## src/rtl/shared_pkg.sv

```systemverilog
// Shared widths and state encoding for the FIFO stream reader slice.
// Imported by the reader top module and its testbench.
package Shared_pkg;

   localparam int FIFO_WIDTH = 16;
   localparam int BUF_DEPTH  = 2;
   localparam int CNT_WIDTH  = 16;

   typedef enum logic [1:0] {
      IDLE = 2'd0,
      RUN  = 2'd1,
      STOP = 2'd2
   } reader_state_e;

endpackage

```

## src/rtl/fifo_stream_reader_if.sv

```systemverilog
// FIFO read-side and stream-side signals of the reader, bundled for port use.
// master = reader side, slave = FIFO plus stream sink side.
interface fifo_stream_reader_if #(
   parameter int FIFO_WIDTH = Shared_pkg::FIFO_WIDTH
);

   logic                  fifo_rd_en;
   logic [FIFO_WIDTH-1:0] fifo_data_out;
   logic                  fifo_empty;
   logic                  fifo_underflow;
   logic [FIFO_WIDTH-1:0] m_data;
   logic                  m_valid;
   logic                  m_ready;

   modport master (
      output fifo_rd_en, m_data, m_valid,
      input  fifo_data_out, fifo_empty, fifo_underflow, m_ready
   );

   modport slave (
      input  fifo_rd_en, m_data, m_valid,
      output fifo_data_out, fifo_empty, fifo_underflow, m_ready
   );

endinterface

```

## src/rtl/stream_skid_buf.sv

```systemverilog
// Two-entry FIFO-ordered output buffer: head register feeds the stream,
// tail register absorbs the word that arrives while the sink stalls.
module stream_skid_buf #(
   parameter int WIDTH = 16
) (
   input  logic             clk,
   input  logic             rst_n,
   input  logic             push_i,
   input  logic [WIDTH-1:0] data_i,
   input  logic             pop_i,
   output logic [WIDTH-1:0] head_o,
   output logic [1:0]       occ_o
);

   logic [WIDTH-1:0] head_q, head_d;
   logic [WIDTH-1:0] tail_q, tail_d;
   logic [1:0]       occ_q, occ_d;

   // NOTE: every signal written here gets a default first so no latch is inferred.
   always_comb begin
      head_d = head_q;
      tail_d = tail_q;
      occ_d  = occ_q;
      case ({push_i, pop_i})
         2'b10: begin
            if (occ_q == 2'd0) head_d = data_i;
            else               tail_d = data_i;
            occ_d = occ_q + 2'd1;
         end
         2'b01: begin
            head_d = tail_q;
            occ_d  = occ_q - 2'd1;
         end
         2'b11: begin
            if (occ_q == 2'd2) begin
               head_d = tail_q;
               tail_d = data_i;
            end else begin
               head_d = data_i;
            end
         end
         default: ;
      endcase
   end

   // NOTE: state registers use non-blocking assignments so all flops update together.
   // NOTE: data registers are reset too, so the head reads 0 straight out of reset.
   always_ff @(posedge clk or negedge rst_n) begin
      if (!rst_n) begin
         head_q <= '0;
         tail_q <= '0;
         occ_q  <= 2'd0;
      end else begin
         head_q <= head_d;
         tail_q <= tail_d;
         occ_q  <= occ_d;
      end
   end

   assign head_o = head_q;
   assign occ_o  = occ_q;

   a_no_overflow: assert property (@(posedge clk) disable iff (!rst_n)
      !(push_i && !pop_i && (occ_q == 2'd2)));

   a_no_underrun: assert property (@(posedge clk) disable iff (!rst_n)
      !(pop_i && (occ_q == 2'd0)));

endmodule

```

## src/rtl/fifo_stream_reader.sv

```systemverilog
// Drains a 1-cycle-latency FIFO into a valid/ready stream through a 2-entry
// buffer, counting transfers and flagging FIFO underflow responses.
module fifo_stream_reader
   import Shared_pkg::*;
#(
   parameter int FIFO_WIDTH = Shared_pkg::FIFO_WIDTH,
   parameter int BUF_DEPTH  = Shared_pkg::BUF_DEPTH
) (
   input  logic                 clk,
   input  logic                 rst_n,
   input  logic                 enable,
   fifo_stream_reader_if.master bus,
   output logic [CNT_WIDTH-1:0] rd_count,
   output logic                 err_underflow,
   output logic                 busy
);

   if (BUF_DEPTH != 2) begin : g_depth_check
      $error("fifo_stream_reader supports BUF_DEPTH == 2 only");
   end

   reader_state_e        state_q, state_d;
   logic                 inflight_q;
   logic                 err_q, err_d;
   logic [CNT_WIDTH-1:0] cnt_q, cnt_d;
   logic [1:0]           occ;
   logic                 pop;
   logic                 push;
   logic                 rd_en;
   logic [2:0]           room_sum;

   assign pop  = bus.m_valid && bus.m_ready;
   assign push = inflight_q && !bus.fifo_underflow;

   // Words already committed to the buffer once this cycle's pop is taken out.
   assign room_sum = {1'b0, occ} + {2'b00, inflight_q} - {2'b00, pop};

   always_comb begin
      state_d = state_q;
      rd_en   = 1'b0;
      case (state_q)
         IDLE: if (enable) state_d = RUN;
         RUN: begin
            rd_en = enable && !bus.fifo_empty && (room_sum < 3'd2);
            if (!enable) state_d = STOP;
         end
         STOP: begin
            if (enable)                               state_d = RUN;
            else if (!inflight_q && (occ == 2'd0))    state_d = IDLE;
         end
         default: state_d = IDLE;
      endcase
   end

   assign err_d = err_q || (inflight_q && bus.fifo_underflow);
   assign cnt_d = cnt_q + CNT_WIDTH'(pop);

   always_ff @(posedge clk or negedge rst_n) begin
      if (!rst_n) begin
         state_q    <= IDLE;
         inflight_q <= 1'b0;
         err_q      <= 1'b0;
         cnt_q      <= '0;
      end else begin
         state_q    <= state_d;
         inflight_q <= rd_en;
         err_q      <= err_d;
         cnt_q      <= cnt_d;
      end
   end

   stream_skid_buf #(
      .WIDTH (FIFO_WIDTH)
   ) u_skid (
      .clk    (clk),
      .rst_n  (rst_n),
      .push_i (push),
      .data_i (bus.fifo_data_out),
      .pop_i  (pop),
      .head_o (bus.m_data),
      .occ_o  (occ)
   );

   assign bus.fifo_rd_en = rd_en;
   assign bus.m_valid    = (occ != 2'd0);
   assign rd_count       = cnt_q;
   assign err_underflow  = err_q;
   assign busy           = (state_q != IDLE);

endmodule

```

## src/flat_wrapper.sv

```systemverilog
// flat-port wrapper written by rule: the top's interface ports become plain ports
module fifo_stream_reader_flat import Shared_pkg::*;
#(
   parameter int FIFO_WIDTH = Shared_pkg::FIFO_WIDTH,
   parameter int BUF_DEPTH  = Shared_pkg::BUF_DEPTH
)
  (clk, rst_n, enable, rd_count, err_underflow, busy, bus_fifo_rd_en, bus_m_data, bus_m_valid, bus_fifo_data_out, bus_fifo_empty, bus_fifo_underflow, bus_m_ready);
  fifo_stream_reader_if #(.FIFO_WIDTH(FIFO_WIDTH)) bus_i ();
  input  logic clk;
  input  logic rst_n;
  input  logic enable;
  output logic [CNT_WIDTH-1:0] rd_count;
  output logic err_underflow;
  output logic busy;
  output wire logic [$bits(bus_i.fifo_rd_en)-1:0] bus_fifo_rd_en;
  output wire logic [$bits(bus_i.m_data)-1:0] bus_m_data;
  output wire logic [$bits(bus_i.m_valid)-1:0] bus_m_valid;
  input wire logic [$bits(bus_i.fifo_data_out)-1:0] bus_fifo_data_out;
  input wire logic [$bits(bus_i.fifo_empty)-1:0] bus_fifo_empty;
  input wire logic [$bits(bus_i.fifo_underflow)-1:0] bus_fifo_underflow;
  input wire logic [$bits(bus_i.m_ready)-1:0] bus_m_ready;
  assign bus_fifo_rd_en = bus_i.fifo_rd_en;
  assign bus_m_data = bus_i.m_data;
  assign bus_m_valid = bus_i.m_valid;
  assign bus_i.fifo_data_out = bus_fifo_data_out;
  assign bus_i.fifo_empty = bus_fifo_empty;
  assign bus_i.fifo_underflow = bus_fifo_underflow;
  assign bus_i.m_ready = bus_m_ready;
  fifo_stream_reader #(.FIFO_WIDTH(FIFO_WIDTH), .BUF_DEPTH(BUF_DEPTH)) u_core (.clk(clk), .rst_n(rst_n), .enable(enable), .bus(bus_i), .rd_count(rd_count), .err_underflow(err_underflow), .busy(busy));
endmodule
```

## config.mk

```make
export PLATFORM = sky130hd
export DESIGN_NAME = fifo_stream_reader_flat
export DESIGN_NICKNAME = d
export VERILOG_FILES = /design/src/rtl/shared_pkg.sv /design/src/rtl/fifo_stream_reader_if.sv /design/src/rtl/stream_skid_buf.sv /design/src/rtl/fifo_stream_reader.sv /design/src/flat_wrapper.sv
export SDC_FILE = /design/constraint.sdc
export NUM_CORES = 1
export LEC_CHECK = 0
export BUFFER_PORTS_ARGS = -buffer_cell sky130_fd_sc_hd__buf_2
export CORE_AREA = 2 2 98 100
export CTS_CLUSTER_DIAMETER = 60
export CTS_CLUSTER_SIZE = 28
export DETAILED_ROUTE_END_ITERATION = 10
export DIE_AREA = 0 0 100 102
export SLEW_MARGIN = 20
export SYNTH_ARGS = -nofsm -noshare
export SYNTH_HDL_FRONTEND = slang
export SYNTH_SLANG_ARGS = --single-unit
```

## constraint.sdc

```tcl
create_clock -name clk -period 4.5 [get_ports clk]
set_clock_uncertainty 0.05 [all_clocks]
set_input_delay 0.225 -clock clk [delete_from_list [all_inputs] [get_ports clk]]
set_output_delay 0.225 -clock clk [all_outputs]
set_load 0.02 [all_outputs]
```

==> impl_results.md, run 1 <==
- Final TNS setup: 0 ns
- Status: finished with violations
- WL met2: around 2700 µm
- Period utilisation layout: 60.4%
- Number of routed nets with antenna violations: 0
- Via count: between 1,500 and 2,000
- Post-route cell area: between 3000 and 4000 µm²
- Max-Cap Viols: 0
- Worst skew pair latency: ~0.3 ns
- Cell area after placement: 2990 µm²
- Slew margin rel.: approximately two fifths
- Sink Count: 54
- Core Region: between 9000 and 10,000 µm²
- Top Metal Used: met4
- CTS Hold Buffers Added: 0
- Initial antenna violation count: 0
- Die Height: between 100 and 150 µm
- Number of H-tree levels: 2
- Maximum clock rate: 0.368 GHz
- DR WL/cell: approximately 15 µm
- Final min period: 2.72 ns
- Pwr Density: slightly above 400 nW/µm²
- First-pass GRT wire length: slightly above 9000 µm
- Seq. cell area: approximately 1400 µm²
- Syn Std Cell Area: about 2700 µm²
- Sequential element share of the synthesized area: about half
- Drt via density: between 4 and 5
- Site row count: 35
- Startpoint Class: flip-flop
- GRT Util Overall: between 10% and 20%
- Largest net degree at the start of global routing: between 50 and 60
- Fill count: just over 900
- RSZ-0062 raised after global routing: false
- Initial core utilization: around 29%
- Multi-input gate area: 1200 µm²
- Worst IR drop on VDD: roughly 160 µV
- Clock transition at path regs: roughly 0.1 ns
- Share of layout cells above drive strength 1: between 30% and 40%
- N_diodes: 0
- Remaining global-route overflow: 0
- Max-slew violation count: 0
- Synthesized net count: roughly 250
- Post-CTS resize count: 0
- Area Growth Syn to Fin: 15.2%
- PortBufs: 57
- Worst-path fanout max: 18
- RePlAce Congestion: around 0.83
- Met3 wire len: ~260 µm
- Syn Inst Count: 221
- DRT Pass-1 Iters: 4
- Hold Slack: -0.0199 ns
- Failing checks: negative hold slack
- Die X: ~100 µm
- CTS tree: built
- Most frequent cells in the layout: buf_2, dfrtp_1, nand3_1, nor3_1, o21ai_0
- Final WL: around 5700 µm
- Pleak: 1.38 nW
- Setup WS post-layout: around 1.8 ns
- Final setup fails: 0
- Io pins: 58
- Nets: slightly below 300
- Yosys reg bits: between 50 and 60
- Final Hold Viols: 10
- Metal-1 WL: 2640 µm
- CTS buffer count: 5
- CP Class: flip-flop to output pin
- DP Worst Slack: roughly 1.7 ns
- Worst Path Arrival: between 2 and 2.5 ns
- Die Footprint: a little over 10,000 µm²
- Synth unique cells: 39
- Root Buffer: clkbuf_8
- Initial DRC Count: 37
- Hold Crit Class: input pin to asynchronous set/reset pin
- CP endpoint kind: output pin
- Clock buffer depth: 2
- Post-DP HPWL: 3970 µm
- Slew @ Worst Pin: between 0.9 and 1 ns
- Syn_area_per_cell: about 12 µm²
- DRC violations left: 0
- Most common cell after layout, fill and taps aside: buf_2
- Postcts setup bufs: 0
- Vias in the first global route: 1,871
- Req. time, crit path: 4.22 ns
- Yosys warning count: 0
[logic make-up (layout without fill, tap and decap cells)]
| logic type | Yosys count | in the layout | share of synthesized area (%) |
|---|---|---|---|
| multiplexers | 16 | 16 | 6.72 |
| XOR/XNOR | 17 | 17 | 5.55 |
| AO/OA/AOI/OAI | 41 | 41 | 15.1 |
| adder cells (fa/ha/maj) | 3 | 3 | 1.68 |
| flip-flops | 54 | 54 | 50.4 |
| buffers and inverters | 17 | 67 | 4.67 |
| AND/OR/NAND/NOR | 73 | 73 | 15.9 |
[state kept, by name, summed over array words and instances, names as in the netlist]
name	cells
u_core.rd_count	16
u_core.u_skid.head_o	16
u_core.u_skid.tail_q	16
u_core.state_q	2
u_core.u_skid.occ_o	2
u_core.err_underflow	1
u_core.inflight_q	1
[through the flow]
stage / total power, mW / hold slack [ns] / std cells / util (%)
3_3_place_gp: 1.01 / 0.349 / 374 / 32.9
3_5_place_dp: 1.02 / 0.349 / 374 / 32.9
2_1_floorplan: 0.884 / -0.121 / 221 / -
5_1_grt: 1.36 / 0.0359 / 382 / 33.9
6_report: 1.28 / -0.0199 / 382 / 33.9
4_1_cts: 1.31 / 0.00944 / 382 / 33.9
[cell type report]
class,count,area share (%)
flip-flops and latches,54,43.7
clock buffers,6,2.67
inverters,1,0.203
clock inverters,2,0.405
repair buffers,58,9.48
multi-input cells,150,39.0
well taps,111,4.50
[power breakdown]
part | leakage (nW) | total [mW] | internal [mW] | switching [mW]
Combinational | 0.641 | 0.371 | 0.149 | 0.223
Sequential | 0.694 | 0.634 | 0.570 | 0.0638
Clock | 0.0472 | 0.279 | 0.124 | 0.155
[path summary, 6_finish.rpt]
check / start / end / cells past startpoint / slack (ns)
setup reg to reg: u_core.u_skid.occ_o[1] / u_core.u_skid.head_o[2] / 3 / 2.08
hold / removal: rst_n / u_core.rd_count[5] / 2 / -0.02
min in group clk: enable / u_core.state_q[1] / 2 / 0.04
hold reg to reg: u_core.rd_count[15] / u_core.rd_count[15] / 1 / 0.41
setup / recovery: u_core.u_skid.occ_o[1] / bus_fifo_rd_en / 6 / 1.78
max in group asynchronous: rst_n / u_core.u_skid.tail_q[2] / 2 / 3.94
[critical path, cell delays in order, from the launching register on]
cell	delay, ns
dfrtp_1	0.53
o21ai_4	0.48
nor2_1	0.11
fa_1	0.41
xor2_1	0.16
nor3_1	0.23
buf_2	0.21
[per-layer routing]
metal,up-vias,track usage [%]
li1,901,-
met1,899,14.9
met2,49,19.4
met3,6,2.33
met4,0,3.58
met5,-,0
[synth_stat cells (all sizes together)]
master | number | area [µm²]
dfrtp | 54 | 1350
nand3 | 21 | 105
o21ai | 20 | 123
nor3 | 18 | 90.1
a31oi | 16 | 250
mux2 | 16 | 180
buf | 11 | 91.3
xnor2 | 10 | 87.6
nand4 | 7 | 43.8
xor2 | 7 | 61.3
nand2 | 5 | 18.8
clkbuf | 4 | 15.0
nor2b | 3 | 23.8
nor4 | 3 | 18.8
or2 | 3 | 18.8
a21oi | 2 | 10.0
and2 | 2 | 12.5
and4 | 2 | 17.5
ha | 2 | 25.0
nand3b | 2 | 15.0
nor2 | 2 | 7.51
a211oi | 1 | 7.51
a21boi | 1 | 7.51
a21o | 1 | 7.51
and2b | 1 | 7.51
and3b | 1 | 8.76
dlymetal6s2s | 1 | 12.5
fa | 1 | 20.0
inv | 1 | 6.26
nand2b | 1 | 6.26
nor3b | 1 | 7.51
nor4b | 1 | 23.8
Note: power is estimated with default switching activity, not from simulation.
==> run 2: changes to the inputs <==
- clock period: 4.5 -> 2.7 ns (I/O delays scaled with it)
==> impl_results.md, run 2 (same netlist as run 1, synthesis figures left out) <==
- Status: complete, no violations
- Post-CTS resize count: 0
- DRC violations left: 0
- Sink Count: 54
- Maximum clock rate: 0.434 GHz
- DP Worst Slack: about 0.46 ns
- Drt via density: 4.97
- DRT Pass-1 Iters: 4
- Initial antenna violation count: 0
- Slew @ Worst Pin: 0.731 ns
- Number of routed nets with antenna violations: 0
- Min-delay src: bus_fifo_data_out[10]
- Clock buffer depth: 2
- First-pass GRT wire length: 9550 µm
- Path depth of the worst reg2reg path: 8
- Post-DP HPWL: between 4000 and 5000 µm
- N_diodes: 0
- Die Height: between 100 and 150 µm
- GRT met3 Usage: under 10%
- Most frequent cells in the layout: buf_2, dfrtp_1, nand3_1, nor3_1, o21ai_0
- Pwr Density: approximately 670 nW/µm²
- Startpoint Class: flip-flop
- End of the worst register-to-register path: u_core.rd_count[14]
- CTS buffer count: 5
- RePlAce Congestion: around 0.79
- FF-to-FF Start: u_core.u_skid.occ_o[1]
- Worst-path fanout max: 9
- Switching pwr: roughly 740 µW
- RSZ-0062 raised after global routing: false
- Req. time, crit path: about 2.5 ns
- Flop pwr share: between 40 and 50%
- R2r setup slk: 0.55 ns
- Number of H-tree levels: 2
- Clock transition at path regs: roughly 0.1 ns
- Via count: roughly 2,000
- Final min period: roughly 2.3 ns
- Io pins: just under 60
- Cell Chain, Critical Path: o21ai_4 > nor2_1 > fa_1 > xor2_1 > nor3_1 > buf_2
- Root Buffer: clkbuf_8
- Clock share of power: 21.1%
- Initial core utilization: between 20% and 30%
- Max-Cap Viols: 0
- Share of layout cells above drive strength 1: a little under a third
- Fill count: 919
- Final Hold Viols: 0
- CP Class: flip-flop to output pin
- Die X: ~100 µm
- Largest net degree at the start of global routing: 34
- Internal power: between 1 and 1.5 mW
- Setup WS post-layout: slightly below 0.4 ns
- Post-route cell area: 3190 µm²
- Vias in the first global route: ~1,900
- Worst skew pair latency: a little over 0.3 ns
- CTS tree: built
- Max-slew violation count: 0
- Inst Count DP: 378
- Non-Filler Instances: between 300 and 400
- Worst IR drop on VDD: approximately 250 µV
- Slowest cell on the critical path: dfrtp_1
- Remaining global-route overflow: 0
- Area Growth Syn to Fin: 19.1%
- Core Region: around 9100 µm²
- Combinational power share: 29.5%
- Max incr delay on CP: between 0.5 and 0.6 ns
- Slew margin rel.: between 50% and 60%
- GRT Util Overall: a little under an eighth
- GRT busiest layer: met2
- Hold Crit Class: input pin to flip-flop
- Worst Path Arrival: between 2 and 2.5 ns
- Final TNS setup: 0 ns
- Met1 Use GR: between 15 and 20%
- PortBufs: between 50 and 60
- Power Total: approximately 2.1 mW
- Nets: slightly above 300
- Period utilisation layout: a little under nine tenths
- Final setup fails: 0
- DR WL/cell: ~15 µm
- Switch share: 34.7%
- Postcts setup bufs: 0
- M2 GR Usage: about a fifth
- Final WL: a little under 6000 µm
- CP endpoint kind: output pin
- Hold-critical path endpoint: u_core.u_skid.tail_q[10]
- Pleak: 1.43 nW
- Die Footprint: roughly 10,000 µm²
- Hold depth: 2
- Initial DRC Count: 100
- Site row count: 35
- Cell area after placement: 3020 µm²
- Most common cell after layout, fill and taps aside: buf_2
run 2: cell types whose count changed in the layout (fill, tap and decap cells not counted), sizes merged:
cell and change:
buf +4, clkbuf -1, clkinv +1, dlygate4sd3 +8
run 2: through the flow:
stage	hold slack [ns]	util, %
final	0.00585	35.1
after CTS	0.000401	35.0
after detailed placement	0.191	33.2
after floorplan	-0.211	-
after global placement	0.186	33.2
after global routing	0.00766	35.1
run 2: area by class of cell:
class | instances | area, µm² | area share [%]
clock inverter | 3 | 21.3 | 0.666
inverter | 1 | 6.26 | 0.196
multi-input combinational | 150 | 1200 | 37.7
sequential | 54 | 1350 | 42.3
timing repair buffer | 70 | 403 | 12.6
tap | 111 | 139 | 4.35
clock buffer | 5 | 68.8 | 2.15
run 2: what timing repair did:
item,in CTS,in global routing
hold endpoints to repair,37,1
hold buffers,7,1
endpoints found under the setup margin,0,0
run 2: worst max-delay path: cells and delay by family (launching register included):
family / cells / cell delay [ns]
simple gates: 2 / 0.31
compound gates: 1 / 0.20
buf+inv: 1 / 0.21
xor+xnor: 1 / 0.16
fa+ha+maj: 1 / 0.41
flops: 1 / 0.53
run 2: per-layer routing:
metal | part of all wire, % | wire, µm
met4 | 1.0 | 59
met1 | 47 | 2700
met2 | 48 | 2760
met5 | 0 | 0
met3 | 4.7 | 274
run 2: worst max path at each step:
stage / end / depth (start not counted) / slack (ns) / from
after floorplan: u_core.inflight_q / 7 / 0.37 / u_core.u_skid.occ_o[1]
after global placement: u_core.u_skid.head_o[14] / 5 / 0.52 / u_core.u_skid.occ_o[1]
after detailed placement: u_core.u_skid.head_o[1] / 5 / 0.46 / u_core.u_skid.occ_o[1]
after CTS: bus_fifo_rd_en / 6 / 0.36 / u_core.u_skid.occ_o[1]
after global routing: bus_fifo_rd_en / 6 / 0.25 / u_core.u_skid.occ_o[1]
final: bus_fifo_rd_en / 6 / 0.39 / u_core.u_skid.occ_o[1]
run 2: power by group through the flow:
stage	Clock [mW]	Sequential, mW	Combinational, mW
floorplan	0	1.20	0.275
global placement	0	1.07	0.615
detailed placement	0	1.07	0.629
CTS	0.468	1.05	0.637
global route	0.494	1.08	0.683
finish	0.450	1.05	0.629
